[src/rtl/led_pwm_bank.sv]
// LED/GPIO output bank with per-channel OFF/ON/PWM/BLINK modes and frame-aligned, double-buffered config.
// Build option: `define LED_ACTIVE_LOW_EN to drive inverted (active-low) outputs that reset to all ones.

module led_pwm_chan #(
  parameter int PWM_W   = 4,
  parameter bit ACT_LOW = 1'b0
) (
  input  logic             CLK,
  input  logic             RST_N,
  input  logic [PWM_W-1:0] pwm_cnt_i,
  input  logic             wrap_i,
  input  logic             load_i,
  input  logic [1:0]       mode_i,
  input  logic [PWM_W-1:0] duty_i,
  output logic             led_o
);
  typedef enum logic [1:0] {M_OFF = 2'b00, M_ON = 2'b01, M_PWM = 2'b10, M_BLINK = 2'b11} mode_e;

  mode_e            mode_q, mode_d;
  logic [PWM_W-1:0] duty_q, duty_d;
  logic [PWM_W-1:0] blink_q, blink_d;
  logic             phase_q, phase_d;
  logic             led_q, led_d;
  logic             lvl;

  always_comb begin
    mode_d  = mode_q;
    duty_d  = duty_q;
    blink_d = blink_q;
    phase_d = phase_q;
    // A fresh config restarts the blink cadence; otherwise the counter free-runs in every mode.
    if (wrap_i) begin
      if (load_i) begin
        mode_d  = mode_e'(mode_i);
        duty_d  = duty_i;
        blink_d = '0;
        phase_d = 1'b0;
      end else if (blink_q == duty_q) begin
        blink_d = '0;
        phase_d = ~phase_q;
      end else begin
        blink_d = blink_q + 1'b1;
      end
    end
  end

  always_comb begin
    lvl = 1'b0;
    unique case (mode_q)
      M_OFF:   lvl = 1'b0;
      M_ON:    lvl = 1'b1;
      M_PWM:   lvl = (pwm_cnt_i < duty_q);
      M_BLINK: lvl = phase_q;
      default: lvl = 1'b0;
    endcase
    led_d = lvl ^ ACT_LOW;
  end

  always_ff @(posedge CLK) begin
    if (!RST_N) begin
      mode_q  <= M_OFF;
      duty_q  <= '0;
      blink_q <= '0;
      phase_q <= 1'b0;
      led_q   <= ACT_LOW;
    end else begin
      mode_q  <= mode_d;
      duty_q  <= duty_d;
      blink_q <= blink_d;
      phase_q <= phase_d;
      led_q   <= led_d;
    end
  end

  assign led_o = led_q;
endmodule

module led_pwm_bank #(
  parameter int NUM_LEDS = 8,
  parameter int PWM_W    = 4,
  parameter int PRESCALE = 100,
  parameter int CH_W     = 3
) (
  input  logic                CLK,
  input  logic                RST_N,
  input  logic                cfg_valid,
  output logic                cfg_ready,
  input  logic [CH_W-1:0]     cfg_chan,
  input  logic [1:0]          cfg_mode,
  input  logic [PWM_W-1:0]    cfg_duty,
  output logic                frame_sync,
  output logic [NUM_LEDS-1:0] leds_leds
);
`ifdef LED_ACTIVE_LOW_EN
  localparam bit ACT_LOW = 1'b1;
`else
  localparam bit ACT_LOW = 1'b0;
`endif
  localparam int PRE_W = (PRESCALE > 1) ? $clog2(PRESCALE) : 1;

  logic [PRE_W-1:0] pre_q, pre_d;
  logic [PWM_W-1:0] pwm_q, pwm_d;
  logic             fs_q;
  logic             pend_q, pend_d;
  logic [CH_W-1:0]  sh_chan_q, sh_chan_d;
  logic [1:0]       sh_mode_q, sh_mode_d;
  logic [PWM_W-1:0] sh_duty_q, sh_duty_d;
  logic             tick, wrap, accept, chan_ok;

  assign tick      = (pre_q == PRE_W'(PRESCALE - 1));
  assign wrap      = tick && (pwm_q == '1);
  assign cfg_ready = ~pend_q;
  assign accept    = cfg_valid && cfg_ready;
  assign chan_ok   = ({1'b0, cfg_chan} < (CH_W + 1)'(NUM_LEDS));

  always_comb begin
    pre_d     = tick ? '0 : pre_q + 1'b1;
    pwm_d     = tick ? pwm_q + 1'b1 : pwm_q;
    pend_d    = pend_q;
    sh_chan_d = sh_chan_q;
    sh_mode_d = sh_mode_q;
    sh_duty_d = sh_duty_q;
    if (wrap && pend_q) pend_d = 1'b0;
    // Out-of-range channels complete the handshake but are never staged.
    if (accept && chan_ok) begin
      pend_d    = 1'b1;
      sh_chan_d = cfg_chan;
      sh_mode_d = cfg_mode;
      sh_duty_d = cfg_duty;
    end
  end

  always_ff @(posedge CLK) begin
    if (!RST_N) begin
      pre_q     <= '0;
      pwm_q     <= '0;
      fs_q      <= 1'b0;
      pend_q    <= 1'b0;
      sh_chan_q <= '0;
      sh_mode_q <= '0;
      sh_duty_q <= '0;
    end else begin
      pre_q     <= pre_d;
      pwm_q     <= pwm_d;
      fs_q      <= wrap;
      pend_q    <= pend_d;
      sh_chan_q <= sh_chan_d;
      sh_mode_q <= sh_mode_d;
      sh_duty_q <= sh_duty_d;
    end
  end

  assign frame_sync = fs_q;

  for (genvar i = 0; i < NUM_LEDS; i++) begin : g_ch
    logic load;
    assign load = wrap && pend_q && (sh_chan_q == CH_W'(i));
    led_pwm_chan #(.PWM_W(PWM_W), .ACT_LOW(ACT_LOW)) u_ch (
      .CLK       (CLK),
      .RST_N     (RST_N),
      .pwm_cnt_i (pwm_q),
      .wrap_i    (wrap),
      .load_i    (load),
      .mode_i    (sh_mode_q),
      .duty_i    (sh_duty_q),
      .led_o     (leds_leds[i])
    );
  end
endmodule
[config.mk]
export PLATFORM = sky130hd
export DESIGN_NAME = led_pwm_bank
export DESIGN_NICKNAME = d
export VERILOG_FILES = /design/src/rtl/led_pwm_bank.sv
export SDC_FILE = /design/constraint.sdc
export NUM_CORES = 1
export LEC_CHECK = 0
export BUFFER_PORTS_ARGS = -buffer_cell sky130_fd_sc_hd__buf_4
export CAP_MARGIN = 5
export CORE_ASPECT_RATIO = 1.4
export CORE_MARGIN = 2
export CORE_UTILIZATION = 55
export CTS_CLUSTER_SIZE = 25
export DETAILED_ROUTE_END_ITERATION = 7
export MAX_ROUTING_LAYER = met4
export PLACE_DENSITY = 0.75
export SLEW_MARGIN = 20
export SYNTH_ARGS = -nofsm -noshare
export SYNTH_HDL_FRONTEND = slang
export SYNTH_HIERARCHICAL = 1
export SYNTH_SLANG_ARGS = --single-unit
[constraint.sdc]
create_clock -name CLK -period 4.1 [get_ports CLK]
set_input_delay 0.41 -clock CLK [delete_from_list [all_inputs] [get_ports CLK]]
set_output_delay 0.41 -clock CLK [all_outputs]
set_load 0.01 [all_outputs]
Word level (Yosys, flattened, before mapping)
Cells that the tools add are included.

storage, ports and cells
  flip-flop bits (word level) = 118
  bits in latches = 0
  RAM bits = 0
  memory bits (read-only) = 0
  output and inout port bits = 10
  logic and storage cells = 204
  memories kept = 0

cells by class
  add/sub/neg operators = 10
  multiply operators = 0
  divide/modulo/power cells = 0
  magnitude comparators = 8
  equal/unequal tests = 41
  shift operators = 0
  muxes and demuxes = 42
  bitwise gates (word level) = 10
  reductions and logical operators = 46

operator list
  kind                                                              number
  4-bit 2-to-1 mux                                                  16
  4-bit by 1-bit adder with 4-bit output (second input constant)    9
  2-bit == test (second input constant)                             16
  4-bit == test                                                     8
  4-bit less-than comparator                                        8
  1-bit case mux with 4 select lines                                8
  2-bit AND reduction                                               16
  1-bit 2-to-1 mux                                                  18
  2-bit nonzero test                                                9
  2-bit by 1-bit == test with 1-bit output (second input constant)  8
  2-bit logical NOT                                                 8
  3-bit == test (second input constant)                             4
  1-bit logical AND                                                 11
  1-bit inverter                                                    10
  7-bit by 1-bit adder with 7-bit output (second input constant)    1
  7-bit == test (second input constant)                             1
  3-bit by 2-bit == test with 1-bit output (second input constant)  2
  4-bit == test (second input constant)                             1
  3-bit by 1-bit == test with 1-bit output (second input constant)  1
  3-bit logical NOT                                                 1
  2-bit OR reduction                                                1

Depth between registers and ports, before layout
Gate-level depths: netlist (run 1).

  word-level depth = 6
  mapped depth = 10
  gate-level depth less buffers = 8

Modules after synthesis
Netlist (run 1), hierarchy kept.

by module, submodules not included
  module                           times used  cells each  area an instance (um^2)
  led_pwm_chan (g_ch[0].u_ch ...)  7           77          664.4
  led_pwm_bank                     1           119         1011.0
  led_pwm_chan (g_ch[7].u_ch)      1           78          636.9

Worst setup path after synthesis (run 1)
Ideal clock, no wire load.

  path type = reg2reg
  from = reg pre_q[0]
  to = reg g_ch[0].u_ch.duty_q[0]
  arrival = 4.417 ns
  required time = 3.975 ns
  path slack = -0.442 ns
  cell stages (with the launch flop) = 8
  path buffers = 1
  clock period less this slack = 4.542 ns
  path through = dfxtp_1 ha_1 nand4bb_4 buf_6 nor3_1 nand2_1 nand2_1 a21boi_0

between the ends
  cells in the longest elaborated chain, start to end = 5

RTL lines
  what                                    RTL line  text
  from (decl)                             101       logic [PRE_W-1:0] pre_q, pre_d;
  from (signal assigned)                  143       pre_q <= pre_d;
  7-bit == test *                         110       assign tick = (pre_q == PRE_W'(PRESCALE - 1));
  1-bit logical AND *                     111       assign wrap = tick && (pwm_q == '1);
  named net wrap                          108       logic tick, wrap, accept, chan_ok;
  1-bit logical AND (2 in a row)          157       assign load = wrap && pend_q && (sh_chan_q == CH_W'(i));
  2-bit AND reduction (no source line) *  -
  to (signal assigned)                    68        duty_q <= duty_d;
  to (decl)                               20        logic [PWM_W-1:0] duty_q, duty_d;

The timed path passes the listed nets; every way through them passes the cells marked *.
A chain may end at the register's enable or synchronous reset.

Worst setup path in the final report (run 1)
  from = reg pwm_q[2]
  to = reg g_ch[5].u_ch.blink_q[2]

between the ends
  cells in the longest elaborated chain, start to end = 5

RTL lines
  what                            RTL line  text
  from (decl)                     102       logic [PWM_W-1:0] pwm_q, pwm_d;
  from (signal assigned)          144       pwm_q <= pwm_d;
  4-bit == test                   111
  1-bit logical AND               111
  1-bit logical AND (2 in a row)  157
  named net g_ch[5].load          156       logic load;
  4-bit 2-to-1 mux                33        if (load_i) begin
  to (signal assigned)            69        blink_q <= blink_d;
  to (decl)                       21        logic [PWM_W-1:0] blink_q, blink_d;

The timed path passes the listed nets, and every way through them passes these cells.

==> results.json, run 1 <==
{
  "critPathSlowestCell": "sky130_fd_sc_hd__dfxtp_1",
  "first_global_vias": 5155,
  "cp.buffers_inverters": 1,
  "cts-root-to-sink-buffers": 2,
  "cts_hold_buffers": 0,
  "crit_chain": "nand3b_1, or4_4, nor3_2, inv_1, o41ai_4, nor3b_1, o31a_1",
  "timing.slew.headroom_pct": 55.5,
  "synth_nets": 782,
  "total_grt_usage_pct": 24.9,
  "timing.max_cap.violations": 0,
  "wire_per_inst_um": 15.6,
  "netlist.top_cell.by_area": "sky130_fd_sc_hd__dfxtp_1",
  "placement.cell_area_um2": 6590,
  "power.static_leakage_nw": 2.72,
  "cts.sink_count": 118,
  "routed-via-count": 5270,
  "root_buffer": "sky130_fd_sc_hd__clkbuf_16",
  "grt.overflow.total": 0,
  "finClkSkew_ps": 8.60,
  "crit_path_max_fanout": 11,
  "worstHoldPathType": "in -> reg",
  "syn_inst": 736,
  "final_hold_vio_count": 0,
  "p_clk_share_pct": 58.6,
  "setup-violations-final": 0,
  "relative_area_change_from_synthesis_to_final_layout_pct": 15.6,
  "synth.yosys.warnings": 6,
  "clock_tree_from_tritoncts": "done",
  "cell_family_contributing_the_most_delay_on_the_critical_path": "simple AND/OR/NAND/NOR gates",
  "clk_latency_ps": 420,
  "cts.htree.levels": 4,
  "synth_async_sr_flop_share_pct": 0,
  "biggest_area_contributors_in_the_synthesized_netlist": "sky130_fd_sc_hd__dfxtp_1, sky130_fd_sc_hd__nand2_1, sky130_fd_sc_hd__ha_1, sky130_fd_sc_hd__a21boi_0, sky130_fd_sc_hd__nand3_1",
  "vdd.ir_drop.worst_mv": 0.285,
  "crit_required_ps": 4400,
  "synth.lib_cells_used.distinct": 40,
  "cp-end-kind": "flip-flop",
  "finalNonFillerCells": 910,
  "yosysTopAreaCellShare_pct": 37.5,
  "die_height_um": 131,
  "switching_fraction_pct": 19.7,
  "core_um2": 11200,
  "total_die_area_um2": 12300,
  "initial_drt_pass_iterations": 5,
  "worst_path_largest_cell_delay_ps": 670,
  "grt_setup_unrepaired": "false",
  "internal-power_mw": 2.39,
  "antenna_found_initial": 0,
  "routabilityCongestion": 0.900,
  "worst-slew-pin-transition_ps": 667,
  "post_cts_buffers": 0,
  "critical_path.startpoint_type": "flip-flop",
  "ant_nets": 0,
  "postSynthRegisterBits": 118,
  "synthesized_cell_area_um2": 6300,
  "period_share_pct": 67.8,
  "drc": 0,
  "layout_setup_ws_ps": 1320,
  "timing.critical_path.arrival_ps": 3080,
  "clkSlewWorstSetupHoldPaths_ps": 60,
  "cts.repair.resized": 0,
  "detail_route.vias_per_cell": 5.79,
  "pin_count_of_the_biggest_net_entering_global_routing": 102,
  "synth_edf_count": 0,
  "syn_avg_cell_area_um2": 8.56,
  "antennaDiodeCount": 0,
  "wire_length_of_the_first_global_routing_pass_um": 23500,
  "powerDensity_nw_per_um2": 409,
  "net-switching-power_mw": 0.585,
  "slew_viol_final": 0,
  "design.portCount": 22,
  "num-nets-final": 799,
  "floorplan.die.width_um": 94.4,
  "numPlacedInstances": 878,
  "place_worst_setup_slack_ps": 1320,
  "initial_utilization_pct": 56.1,
  "finalSetupTns_ps": 0,
  "finalWirelength_um": 14200,
  "dominantRegCellSynth": "sky130_fd_sc_hd__dfxtp_1",
  "synth_sequential_area_ratio_pct": 37.5,
  "p_comb_share_pct": 1.9,
  "layout.cell_area.non_filler_um2": 7280,
  "portBuffers": 21,
  "iter_0_drt_violations": 307,
  "power.sequential.fraction_pct": 39.5,
  "final_layout_size_suffix_gt1_share_pct": 10.6,
  "detailedPlacementHpwl_um": 9050,
  "achievable-frequency_ghz": 0.360,
  "timing.final.crit_period_ps": 2780,
  "tritoncts.num_buffers": 17,
  "row_count": 46,
  "outcome": "complete, no violations",
  "path_class": "reg -> reg"
}
kinds of logic after synthesis:
kind of cell | count (synthesis) | share of synthesized area, %
and+or+nand+nor | 318 | 26.7
DFF | 118 | 37.5
adders and majority gates | 34 | 6.75
muxes | 2 | 0.318
xor gates and xnor gates | 43 | 6.81
buffers and inverters | 73 | 4.47
AOI/OAI and AO/OA | 148 | 17.4
worst reg2reg max path, cell delays in order (launching register included):
cell	delay (ps)
sky130_fd_sc_hd__dfxtp_1	670
sky130_fd_sc_hd__nand3b_1	330
sky130_fd_sc_hd__or4_4	540
sky130_fd_sc_hd__nor3_2	470
sky130_fd_sc_hd__inv_1	160
sky130_fd_sc_hd__o41ai_4	120
sky130_fd_sc_hd__nor3b_1	100
sky130_fd_sc_hd__o31a_1	290
metrics by stage:
| step | hold slack [ps] | power, mW | utilization [%] |
|---|---|---|---|
| floorplan | 418 | 1.22 | - |
| global placement | 431 | 1.25 | 58.7 |
| detailed placement | 444 | 1.26 | 58.7 |
| CTS | 236 | 2.99 | 64.9 |
| global route | 254 | 3.04 | 64.9 |
| finish | 238 | 2.98 | 64.9 |
sequential cells by signal, summed over array words and instances, names as in the netlist:
| register | flops |
|---|---|
| g_ch.u_ch/duty_q | 32 |
| g_ch.u_ch/led_o | 8 |
| pwm_q | 4 |
| g_ch.u_ch/mode_q | 16 |
| g_ch.u_ch/phase_q | 8 |
| sh_duty_q | 4 |
| pend_q | 1 |
| g_ch.u_ch/blink_q | 32 |
| sh_mode_q | 2 |
| pre_q | 7 |
| sh_chan_q | 3 |
| frame_sync | 1 |
layer usage:
layer	up-vias	track usage (%)	wire length [um]
met3	38	4.76	545
met2	117	43.2	7310
met1	2487	28.1	6000
met4	0	10.1	325
met5	-	-	0
li1	2628	-	-
Yosys cell counts (9+ instances only):
| master | n |
|---|---|
| sky130_fd_sc_hd__nand3_1 | 61 |
| sky130_fd_sc_hd__xor2_1 | 23 |
| sky130_fd_sc_hd__ha_1 | 34 |
| sky130_fd_sc_hd__nor4_1 | 25 |
| sky130_fd_sc_hd__nor2b_1 | 9 |
| sky130_fd_sc_hd__inv_1 | 44 |
| sky130_fd_sc_hd__nor2_1 | 14 |
| sky130_fd_sc_hd__dfxtp_1 | 118 |
| sky130_fd_sc_hd__nand2b_1 | 20 |
| sky130_fd_sc_hd__nand2_1 | 114 |
| sky130_fd_sc_hd__o21ai_0 | 15 |
| sky130_fd_sc_hd__o21ai_1 | 15 |
| sky130_fd_sc_hd__nor3_1 | 12 |
| sky130_fd_sc_hd__clkbuf_1 | 28 |
| sky130_fd_sc_hd__a21oi_1 | 31 |
| sky130_fd_sc_hd__nand4_1 | 10 |
| sky130_fd_sc_hd__a31oi_1 | 9 |
| sky130_fd_sc_hd__a21boi_0 | 48 |
| sky130_fd_sc_hd__xnor2_1 | 13 |
| sky130_fd_sc_hd__nand3b_1 | 27 |
worst paths after layout:
| kind | cells past startpoint | from | slack (ps) | endpoint |
|---|---|---|---|---|
| max | 7 | pwm_q[2] | 1320 | g_ch[5].u_ch/blink_q[2] |
| min reg2reg | 1 | pre_q[0] | 460 | pre_q[0] |
| min | 3 | cfg_duty[1] | 240 | sh_duty_q[1] |
| max reg2reg | 7 | pwm_q[2] | 1320 | g_ch[5].u_ch/blink_q[2] |
power groups by stage:
stage / Combinational [mW] / Sequential (mW) / Clock [mW]
finish: 0.0556 / 1.18 / 1.75
global route: 0.0620 / 1.18 / 1.80
CTS: 0.0556 / 1.18 / 1.76
detailed placement: 0.0552 / 1.20 / 0
global placement: 0.0536 / 1.20 / 0
floorplan: 0.0337 / 1.19 / 0
cell type report:
type | instances | area [um2]
Clock buffer | 19 | 443
Clock inverter | 13 | 251
Fill cell | 908 | 3940
Inverter | 44 | 165
Multi-Input combinational cell | 545 | 3670
Sequential cell | 118 | 2360
Tap cell | 144 | 180
Timing Repair Buffer | 27 | 215
layout by cell type (no fill, tap or decap), drive strengths merged, types with 27 or more instances in the layout:
cell	netlist	layout
nand3b	27	27
o21ai	30	30
inv	44	44
nand3	61	61
nand2	114	114
a21boi	55	55
a21oi	31	31
xor2	30	30
buf	1	27
dfxtp	118	118
ha	34	34
Note: power is estimated with default switching activity, not from simulation.
==> inputs of run 2 (changes only) <==
--- a/config.mk
+++ b/config.mk
@@ -5,6 +5,7 @@
 export SDC_FILE = /design/constraint.sdc
 export NUM_CORES = 1
 export LEC_CHECK = 0
+export ABC_AREA = 1
 export BUFFER_PORTS_ARGS = -buffer_cell sky130_fd_sc_hd__buf_4
 export CAP_MARGIN = 5
 export CORE_ASPECT_RATIO = 1.4
==> constraint.sdc (replaced) <==
create_clock -name CLK -period 2.47 [get_ports CLK]
set_input_delay 0.247 -clock CLK [delete_from_list [all_inputs] [get_ports CLK]]
set_output_delay 0.247 -clock CLK [all_outputs]
set_load 0.01 [all_outputs]
==> run 2 against run 1 <==
Effect of this change:
- sequential power increased by 66%
- first-iteration DRC count increased by 34%
- synthesized area down 1.6%
- design area fell by 3.7%
- non-clock buffer count up 2
- cell count grew 14%
- die area decreased by 1.6%
- synthesized cell count up 17%
- sequential share of layout area increased by 1.2 points
- worst hold slack got worse by 180 ps
- total power rose by 61%
- critical path type unchanged
- critical endpoint is now g_ch[1].u_ch/duty_q[1]
- largest cell class unchanged
==> results.json, run 2 <==
{
  "timing.max_cap.violations": 0,
  "post_cts_buffers": 0,
  "final_hold_vio_count": 0,
  "timing.reg2reg.setup_slack_ps": 380,
  "powerDensity_nw_per_um2": 682,
  "total_die_area_um2": 12100,
  "timing.critical_path.arrival_ps": 2380,
  "min_to": "sh_duty_q[0]",
  "path_class": "reg -> reg",
  "slew_viol_final": 0,
  "worstHoldPathType": "in -> reg",
  "floorplan.die.width_um": 93.7,
  "wire_length_of_the_first_global_routing_pass_um": 23400,
  "crit_top_cell": "sky130_fd_sc_hd__nand2_1",
  "placement.cell_area_um2": 6370,
  "routed-via-count": 5481,
  "finClkSkew_ps": 7.23,
  "setup-violations-final": 0,
  "cts.repair.resized": 0,
  "cts-root-to-sink-buffers": 2,
  "r2r_path_start": "pre_q[0]",
  "synth_nets": 910,
  "syn_avg_cell_area_um2": 7.17,
  "antenna_found_initial": 0,
  "power.static_leakage_nw": 2.87,
  "iter_0_drt_violations": 412,
  "layout.cell_area.non_filler_um2": 7010,
  "num-nets-final": 932,
  "finalWirelength_um": 14100,
  "synthesized_cell_area_um2": 6200,
  "grt_setup_unrepaired": "false",
  "vdd.ir_drop.worst_mv": 0.581,
  "whs_ps": 60.6,
  "core_um2": 10900,
  "synth.lib_cells_used.distinct": 24,
  "ant_nets": 0,
  "wire_per_inst_um": 13.5,
  "critPathSlowestCell": "sky130_fd_sc_hd__dfxtp_1",
  "antennaDiodeCount": 0,
  "relative_area_change_from_synthesis_to_final_layout_pct": 13.2,
  "design.portCount": 22,
  "clkSlewWorstSetupHoldPaths_ps": 50,
  "synth_async_sr_flop_share_pct": 0,
  "routabilityCongestion": 0.800,
  "postSynthRegisterBits": 118,
  "tritoncts.num_buffers": 17,
  "synthMostInstantiatedCell": "sky130_fd_sc_hd__nand2_1",
  "layout_commonest_cell": "sky130_fd_sc_hd__nand2_1",
  "yosysTopAreaCellShare_pct": 38.1,
  "globalRouteMet1Util_pct": 30.0,
  "grt.met3_usage_pct": 6.28,
  "synth.yosys.warnings": 6,
  "whs_path_depth": 3,
  "cp-end-kind": "flip-flop",
  "syn_inst": 864,
  "clk_latency_ps": 410,
  "totalPowerFinal_mw": 4.79,
  "crit_path_max_fanout": 52,
  "achievable-frequency_ghz": 0.478,
  "first_global_vias": 5035,
  "period_share_pct": 84.6,
  "worst_path_largest_cell_delay_ps": 350,
  "initial_utilization_pct": 56.7,
  "finalSetupTns_ps": 0,
  "final_layout_size_suffix_gt1_share_pct": 12.2,
  "critical_path.startpoint_type": "flip-flop",
  "clock_tree_from_tritoncts": "done",
  "worst-slew-pin-transition_ps": 524,
  "outcome": "complete, no violations",
  "die_height_um": 130,
  "worstRegToRegCells": 9,
  "hold_wc_startpoint": "cfg_duty[0]",
  "timing.final.crit_period_ps": 2090,
  "total_grt_usage_pct": 25.2,
  "layout_setup_ws_ps": 379,
  "crit_required_ps": 2760,
  "detailedPlacementHpwl_um": 9350,
  "biggest_area_contributors_in_the_synthesized_netlist": "sky130_fd_sc_hd__dfxtp_1, sky130_fd_sc_hd__nand2_1, sky130_fd_sc_hd__a21oi_1, sky130_fd_sc_hd__inv_1, sky130_fd_sc_hd__ha_1",
  "portBuffers": 21,
  "grt.overflow.total": 0,
  "layout.cells.most_common_list": "sky130_fd_sc_hd__nand2_1, sky130_fd_sc_hd__inv_1, sky130_fd_sc_hd__dfxtp_1",
  "pin_count_of_the_biggest_net_entering_global_routing": 53,
  "worstReg2RegEnd": "g_ch[1].u_ch/duty_q[1]",
  "cts_hold_buffers": 0,
  "initial_drt_pass_iterations": 4,
  "use_met2_pct": 41.9,
  "netlist.top_cell.by_area": "sky130_fd_sc_hd__dfxtp_1",
  "synth_sequential_area_ratio_pct": 38.1,
  "dominantRegCellSynth": "sky130_fd_sc_hd__dfxtp_1",
  "timing.slew.headroom_pct": 65.0,
  "cts.htree.levels": 4,
  "drc": 0,
  "crit_chain": "ha_1, nand2_2, nor2_8, nand2_1, inv_2, buf_12, nand2_1, o21ai_0, a21oi_1",
  "root_buffer": "sky130_fd_sc_hd__clkbuf_16",
  "ys_top_cells_by_count": "sky130_fd_sc_hd__nand2_1, sky130_fd_sc_hd__inv_1, sky130_fd_sc_hd__dfxtp_1",
  "detail_route.vias_per_cell": 5.28,
  "row_count": 45,
  "place_worst_setup_slack_ps": 442,
  "global_route.peak_usage_layer": "met2",
  "biggestRegsByFlops": "g_ch.u_ch/blink_q x32, g_ch.u_ch/duty_q x32, g_ch.u_ch/mode_q x16",
  "cts.sink_count": 118,
  "synth_edf_count": 0
}
[run 2: cell types whose count changed after synthesis, moves of 20 or more]
cell	delta
sky130_fd_sc_hd__nor4_1	-25
sky130_fd_sc_hd__clkbuf_1	-28
sky130_fd_sc_hd__nand2_1	+60
sky130_fd_sc_hd__nor2_1	+43
sky130_fd_sc_hd__nand3b_1	-27
sky130_fd_sc_hd__a21oi_1	+65
sky130_fd_sc_hd__nand2b_1	-20
sky130_fd_sc_hd__o21ai_0	+67
sky130_fd_sc_hd__inv_1	+83
sky130_fd_sc_hd__a21boi_0	-48
[run 2: area by class of cell]
class / count / area, um2
Clock inverter: 9 / 173
Inverter: 136 / 510
Multi-Input combinational cell: 584 / 3090
Sequential cell: 118 / 2360
Fill cell: 983 / 3910
Tap cell: 141 / 176
Clock buffer: 22 / 474
Timing Repair Buffer: 29 / 230
[run 2: worst max path at each step]
stage	from	to	slack, ps	cells after the start
2_1_floorplan	pwm_q[1]	g_ch[0].u_ch/duty_q[0]	490	10
3_3_place_gp	pre_q[0]	g_ch[2].u_ch/duty_q[1]	520	9
3_5_place_dp	pre_q[0]	g_ch[2].u_ch/duty_q[3]	440	9
4_1_cts	pre_q[0]	g_ch[6].u_ch/duty_q[2]	430	9
5_1_grt	pre_q[0]	g_ch[6].u_ch/duty_q[0]	170	9
6_report	pre_q[0]	g_ch[1].u_ch/duty_q[1]	380	9
[run 2: report_power, final]
part	switching, mW	internal, mW
registers	0.0384	1.92
clock network	0.847	1.86
logic	0.0790	0.0415
total	0.965	3.82
[run 2: per-layer routing]
layer  vias to the layer above  wire length [um]
met1                      2480              6090
met4                         0               214
met5                         -                 0
met3                        23               668
met2                       125              7100
li1                       2853                 -
[run 2: logic make-up (layout without fill, tap and decap cells)]
logic type | Yosys count | after routing | synth area share, %
AOI/OAI and AO/OA | 188 | 188 | 15.8
xor gates and xnor gates | 10 | 10 | 1.41
adders and majority gates | 34 | 34 | 6.86
buffers and inverters | 162 | 196 | 12.1
DFF | 118 | 118 | 38.1
and+or+nand+nor | 352 | 352 | 25.8
[run 2: through the flow]
stage,util [%],cells
global placement,58.3,1008
CTS,64.2,1039
finish,64.2,1039
floorplan,-,864
detailed placement,58.3,1008
global route,64.2,1039
[run 2: critical path: cells and delay by family, from the launching register on]
kind / cells / cell delay (ps)
and+or+nand+nor: 4 / 670
DFF: 1 / 350
AOI/OAI and AO/OA: 2 / 350
buffers and inverters: 2 / 320
adders and majority gates: 1 / 230
